$ cat src/rtl/fetch_unit.sv
// rtl/fetch_unit.sv - instruction fetch stage: PC, imem req/ack handshake, IF/ID buffer, branch redirect
module fetch_unit #(
  parameter logic [31:0] RESET_PC = 32'h0000_0000
) (
  input  logic        clock,
  input  logic        reset,
  output logic        imem_req,
  output logic [31:0] imem_addr,
  input  logic        imem_ack,
  input  logic [31:0] imem_rdata,
  input  logic        stall,
  input  logic        branch_taken,
  input  logic [31:0] branch_pc4,
  input  logic [31:0] branch_imm,
  output logic        if_valid,
  output logic [31:0] if_instr,
  output logic [31:0] if_pc4
);

  typedef enum logic [1:0] {IDLE, REQ, DRAIN} state_t;

  state_t      state, state_next;
  logic [31:0] pc;
  logic [31:0] req_addr;
  logic [31:0] req_addr_pc4;
  logic [31:0] branch_target;
  logic        can_issue;

  assign imem_req      = (state != IDLE);
  assign imem_addr     = req_addr;
  assign req_addr_pc4  = req_addr + 32'd4;
  assign branch_target = (branch_pc4 + (branch_imm << 2)) & 32'hFFFF_FFFC;
  // A new fetch may start when the buffer is empty or is being consumed this cycle.
  assign can_issue     = !branch_taken && (!if_valid || !stall);

  always_ff @(posedge clock) begin
    if (reset) begin
      state <= IDLE;
    end else begin
      state <= state_next;
    end
  end

  always_comb begin
    state_next = state;
    case (state)
      IDLE: begin
        if (can_issue) state_next = REQ;
      end
      REQ: begin
        if (imem_ack)          state_next = IDLE;
        else if (branch_taken) state_next = DRAIN;
      end
      DRAIN: begin
        if (imem_ack) state_next = IDLE;
      end
      default: state_next = IDLE;
    endcase
  end

  // A branch overrides everything but reset: redirect pc and flush the buffer;
  // a same-cycle ack in REQ is dropped because no load happens on this path.
  always_ff @(posedge clock) begin
    if (reset) begin
      pc       <= RESET_PC;
      req_addr <= RESET_PC;
      if_valid <= 1'b0;
      if_instr <= 32'h0;
      if_pc4   <= 32'h0;
    end else if (branch_taken) begin
      pc       <= branch_target;
      if_valid <= 1'b0;
    end else begin
      case (state)
        IDLE: begin
          if (can_issue) begin
            req_addr <= pc;
            if_valid <= 1'b0;
          end
        end
        REQ: begin
          if (imem_ack) begin
            if_instr <= imem_rdata;
            if_pc4   <= req_addr_pc4;
            if_valid <= 1'b1;
            pc       <= req_addr_pc4;
          end
        end
        default: ;
      endcase
    end
  end

endmodule

$ cat config.mk
export PLATFORM = sky130hd
export DESIGN_NAME = fetch_unit
export DESIGN_NICKNAME = d
export VERILOG_FILES = /design/src/rtl/fetch_unit.sv
export SDC_FILE = /design/constraint.sdc
export NUM_CORES = 1
export LEC_CHECK = 0
export BUFFER_PORTS_ARGS = -buffer_cell sky130_fd_sc_hd__buf_4
export CORE_MARGIN = 4
export CORE_UTILIZATION = 57
export DETAILED_ROUTE_END_ITERATION = 6
export PLACE_DENSITY = 0.95
export SETUP_SLACK_MARGIN = 0.15
export SLEW_MARGIN = 10
export SYNTH_ARGS = -nofsm -noshare
export SYNTH_HDL_FRONTEND = slang
export SYNTH_SLANG_ARGS = --single-unit
$ cat constraint.sdc
create_clock -name clock -period 6.5 [get_ports clock]
set_clock_uncertainty 0.05 [all_clocks]
set_input_delay 0.65 -clock clock [delete_from_list [all_inputs] [get_ports clock]]
set_output_delay 0.65 -clock clock [all_outputs]
set_load 0.05 [all_outputs]
==> flow_results.org <==
** Outcome
- Result of the run :: finished clean

** Worst setup path
- Depth of the worst register-to-register path :: 6
- Reg-to-reg slack, setup :: roughly 3900 ps
- Critical path, cell by cell :: buf_4 -> ha_1 -> fa_1 -> a21o_1 -> a31o_1 -> and2_4 -> a2111oi_2 -> o31ai_1 -> xnor2_1 -> o22ai_1
- Critical path depth in cells :: 10
- Worst reg2reg path startpoint :: state[0]
- Startpoint of the worst setup timing path :: branch_pc4[2]
- Critical path's largest stage delay :: 430 ps
- Peak fanout along the critical path :: 4
- The worst setup path is of the input port to register kind.
- Buffers & Inverters on Critical Path :: 1
- The slowest stage of the critical path is the sky130_fd_sc_hd__fa_1 cell.
- The cell family contributing the most delay on the critical path is compound AO/OA/AOI/OAI gates.
- The worst setup path is captured at a register.
- CP Launch Type :: input port
- Reg-to-reg endpoint :: pc[28]
- Following the worst setup path forward leads to its endpoint at pc[24].
- STA puts the critical path data arrival time at 2870 ps.
- Worst Path Required :: around 6700 ps

** Power
- Net switching is 28.13% of the power.
- Pint :: 0.001688 W
- Maximum vdd drop :: between 150 and 200 µV
- In this run, the combinational gates consume 19.8% of the power.
- Reg power frac :: 37.2%
- Net switching power :: 0.0006605 W
- Per report_power, the clock group accounts for between 40% and 50% of the total.
- In this run the static leakage power is 3.745 nW.
- For this design the ratio of total power to cell area is 257.9 nW/µm².

** Routing
- The pre-antenna-repair detailed-routing pass consisted of 6 iterations.
- Total DRC errors in the routed layout :: 0
- The detailed router finished its first iteration with about 700 violations.
- In the final routed layout, each cell accounts on average for 16.67 µm.
- Using the TritonRoute via totals, the vias-per-cell ratio works out to about 5.9.
- The count of nets left with antenna violations once routing finished came out at 0.
- The routed design has between 20 and 25 mm of wire.
- Total via count after detailed routing :: 7,235

** Synthesis
- Distinct cells, synth :: 61
- Yosys warning count :: 0
- In this run the mean area of a mapped cell was 7.707 µm².
- Count of mapped cells out of synthesis :: 909
- Counting flops with an async set or reset pin after synthesis yields a share of 0%.
- Top post-synthesis cells by count :: sky130_fd_sc_hd__nand2_1, sky130_fd_sc_hd__dfxtp_1, sky130_fd_sc_hd__a21oi_1, sky130_fd_sc_hd__nor2_1, sky130_fd_sc_hd__clkbuf_1
- The synthesized netlist occupies a cell area of 7005 µm².
- Counting flops with a built-in enable in the synthesized netlist gives 0.
- The synthesized design devotes to its leading area cell type 37.44% of total area.
- Main flop type after synthesis :: sky130_fd_sc_hd__dfxtp_1
- Flip-flop and latch count after synthesis :: ~130
- Library cell occupying the most area in the post-synthesis netlist :: sky130_fd_sc_hd__dfxtp_1
- Largest cells by area after synthesis :: sky130_fd_sc_hd__dfxtp_1, sky130_fd_sc_hd__nand2_1, sky130_fd_sc_hd__a21oi_1
- Leading cell type by number of instances after synthesis :: sky130_fd_sc_hd__nand2_1
- Of the synthesized area, sequential elements account for between 30 and 40%.
- Synthesis produced a netlist with a net count of 1,041.

** Timing
- The count of pins over their slew limit is 0.
- Max transition margin :: 36.08%
- For the pin with the worst max-slew slack, the measured transition is 958.7 ps.
- For this run, the top clock speed supported by timing is roughly 380 MHz.
- Final total negative setup slack :: 0 ps
- Number of hold-slack violations in the final timing report :: 0
- After layout, the minimum clock period comes to 2650 ps.
- Setup violations remaining at the end of the flow were counted as 0.
- Unrepaired setup endpoints after global routing :: no
- Dividing the final minimum period by the clock period gives 40.77%.

** Clock tree
- Clock-pin slew on the worst setup and hold paths :: 60 ps
- Number of buffers on the longest clock path :: 2
- Clock tree from TritonCTS :: done
- Worst-Skew Late Latency :: 410 ps
- Post-CTS repair changed the size of 0 cells.
- Library cell used as clock root buffer :: sky130_fd_sc_hd__clkbuf_16
- Number of clock sinks seen by CTS :: 131
- Max H-tree Level :: 4
- CTS hold repair buffers :: 0
- Clock buffer count from CTS :: 17
- Number of setup buffers added after CTS :: 0

** Placement
- In this run the cell area measured after placement is 8439 µm².
- Number of input and output port buffers inserted :: 194
- Routability cong. :: approximately 0.89
- Total placed cells including tap cells :: 1,197
- Summed over all nets, the half-perimeter wirelength after detailed placement is approximately 15 mm.

** Final layout
- Number of inserted diodes :: 0
- After the last flow step, the layout net total stands at approximately 1,200.
- Layout overhead on the synthesized area :: 29.95%
- In the final layout, flip-flops and latches occupy 2623 µm².
- Total area of multi-input combinational cells :: 4113 µm²
- Post-layout instance count excluding filler cells :: approximately 1,200
- With fillers left out, the area of the finished cells amounts to slightly above 9000 µm².
- Total of fill cells in the finished design :: 876
- Fraction of layout cells with a size suffix above 1 :: between 20% and 30%

** Global routing
- For this run, the total global-route usage over all layers was measured as between 20% and 30%.
- The via count of the first global-routing pass came to 6,728.
- For this run the aggregate overflow at the end of global routing stands at 0.
- Wire length of the first global-routing pass :: 33.18 mm
- Entering global routing, the biggest net connects 94 pins.
- Number of antenna violations at the first check in global routing :: 0

** Min path
- The tightest min-delay check is of the input port to register type.

** Flow run
- Across the run, the number of max-cap violations was 0.

** Floorplan
- Floorplan die height :: approximately 120 µm
- In this run the horizontal extent of the chip is 118.9 µm.
- Total Die Area :: roughly 14,000 µm²
- Row generation in the floorplan step produced 40 rows.
- 199 I/O pins were placed.
- Core area :: ~12,000 µm²
- Starting Density :: 58.32%
==> stage by stage <==
stage	total power (W)	setup slack (ps)	hold WS (ps)	util, %
final	0.002348	3850	371.6	75.79
after global placement	0.001333	3200	384.1	70.26
after floorplan	0.001205	3770	377.6	-
after global routing	0.002442	3696	372.6	75.79
after detailed placement	0.001344	3150	391.7	70.26
after CTS	0.002352	3476	356.7	75.56
==> area by class of cell <==
| class | count | area share, % |
|---|---|---|
| well taps | 147 | 2.020 |
| clock buffers | 20 | 5.016 |
| inverters | 5 | 0.2062 |
| flip-flops and latches | 131 | 28.81 |
| repair buffers | 201 | 16.79 |
| multi-input cells | 714 | 45.18 |
| clock inverters | 12 | 1.979 |
==> worst reg2reg max path, cell delays in order, from the launching register on <==
cell                      delay (ps)
sky130_fd_sc_hd__dfxtp_1         380
sky130_fd_sc_hd__nand2_1         110
sky130_fd_sc_hd__or2_2           500
sky130_fd_sc_hd__nor2_4          670
sky130_fd_sc_hd__buf_4           420
sky130_fd_sc_hd__a21oi_1         180
sky130_fd_sc_hd__o211a_1         190
==> kinds of logic (layout without fill, tap and decap cells) <==
kind of cell	count (synthesis)	in the layout	synth area share [%]
mux	4	4	0.6608
flops	131	131	37.44
buf+inv	64	238	4.072
simple gates	383	383	23.79
compound gates	243	243	21.77
xor+xnor	53	53	6.626
fa+ha+maj	31	31	5.644
==> power by group through the flow <==
stage / logic (W) / registers (W) / clock network, W
floorplan: 0.000255 / 0.000950 / 0
global placement: 0.000446 / 0.000887 / 0
detailed placement: 0.000455 / 0.000890 / 0
CTS: 0.000460 / 0.000873 / 0.00102
global route: 0.000506 / 0.000879 / 0.00106
finish: 0.000465 / 0.000875 / 0.00101
==> layer usage <==
metal	global-route usage (%)	wire, µm	up-vias
met2	47.71	9913	378
met5	0	0	-
met1	34.95	8186	3300
met3	6.078	1697	54
met4	12.96	707	0
li1	-	-	3503
==> cells in the final DEF, fill, tap and decap left out, types with 4 or more instances in the layout <==
cell	synthesis	layout
sky130_fd_sc_hd__buf_4	5	200
sky130_fd_sc_hd__nand2_1	182	182
sky130_fd_sc_hd__dfxtp_1	131	131
sky130_fd_sc_hd__a21oi_1	118	118
sky130_fd_sc_hd__nor2_1	102	100
sky130_fd_sc_hd__a211oi_1	36	36
sky130_fd_sc_hd__o21ai_0	30	30
sky130_fd_sc_hd__ha_1	30	30
sky130_fd_sc_hd__xor2_1	28	28
sky130_fd_sc_hd__nand3_1	25	25
sky130_fd_sc_hd__xnor2_1	25	25
sky130_fd_sc_hd__clkbuf_16	0	17
sky130_fd_sc_hd__nor3_1	16	16
sky130_fd_sc_hd__nand4_1	12	12
sky130_fd_sc_hd__a21o_1	12	12
sky130_fd_sc_hd__and3_1	10	10
sky130_fd_sc_hd__a22o_1	6	6
sky130_fd_sc_hd__o211ai_1	6	6
sky130_fd_sc_hd__and4_1	5	5
sky130_fd_sc_hd__nor2b_1	5	5
sky130_fd_sc_hd__inv_1	5	5
sky130_fd_sc_hd__o22ai_1	5	5
sky130_fd_sc_hd__clkinvlp_4	0	5
sky130_fd_sc_hd__or2_2	4	4
sky130_fd_sc_hd__and2_1	4	4
sky130_fd_sc_hd__o21a_1	4	4
sky130_fd_sc_hd__bufinv_16	0	4
==> worst min path at each step <==
stage | slack (ps) | from | cells after the start | endpoint
floorplan | 380 | pc[28] | 2 | imem_addr[28]
global placement | 380 | pc[24] | 2 | imem_addr[24]
detailed placement | 390 | pc[2] | 2 | imem_addr[2]
CTS | 360 | imem_ack | 2 | state[1]
global route | 370 | imem_ack | 2 | state[1]
finish | 370 | imem_ack | 2 | state[1]
==> flip-flops by register name (all words and copies together), names as in the netlist <==
signal / count
if_instr: 32
if_valid: 1
if_pc4: 32
state: 2
pc: 32
imem_addr: 32
Power figures use the tool's default switching activity.
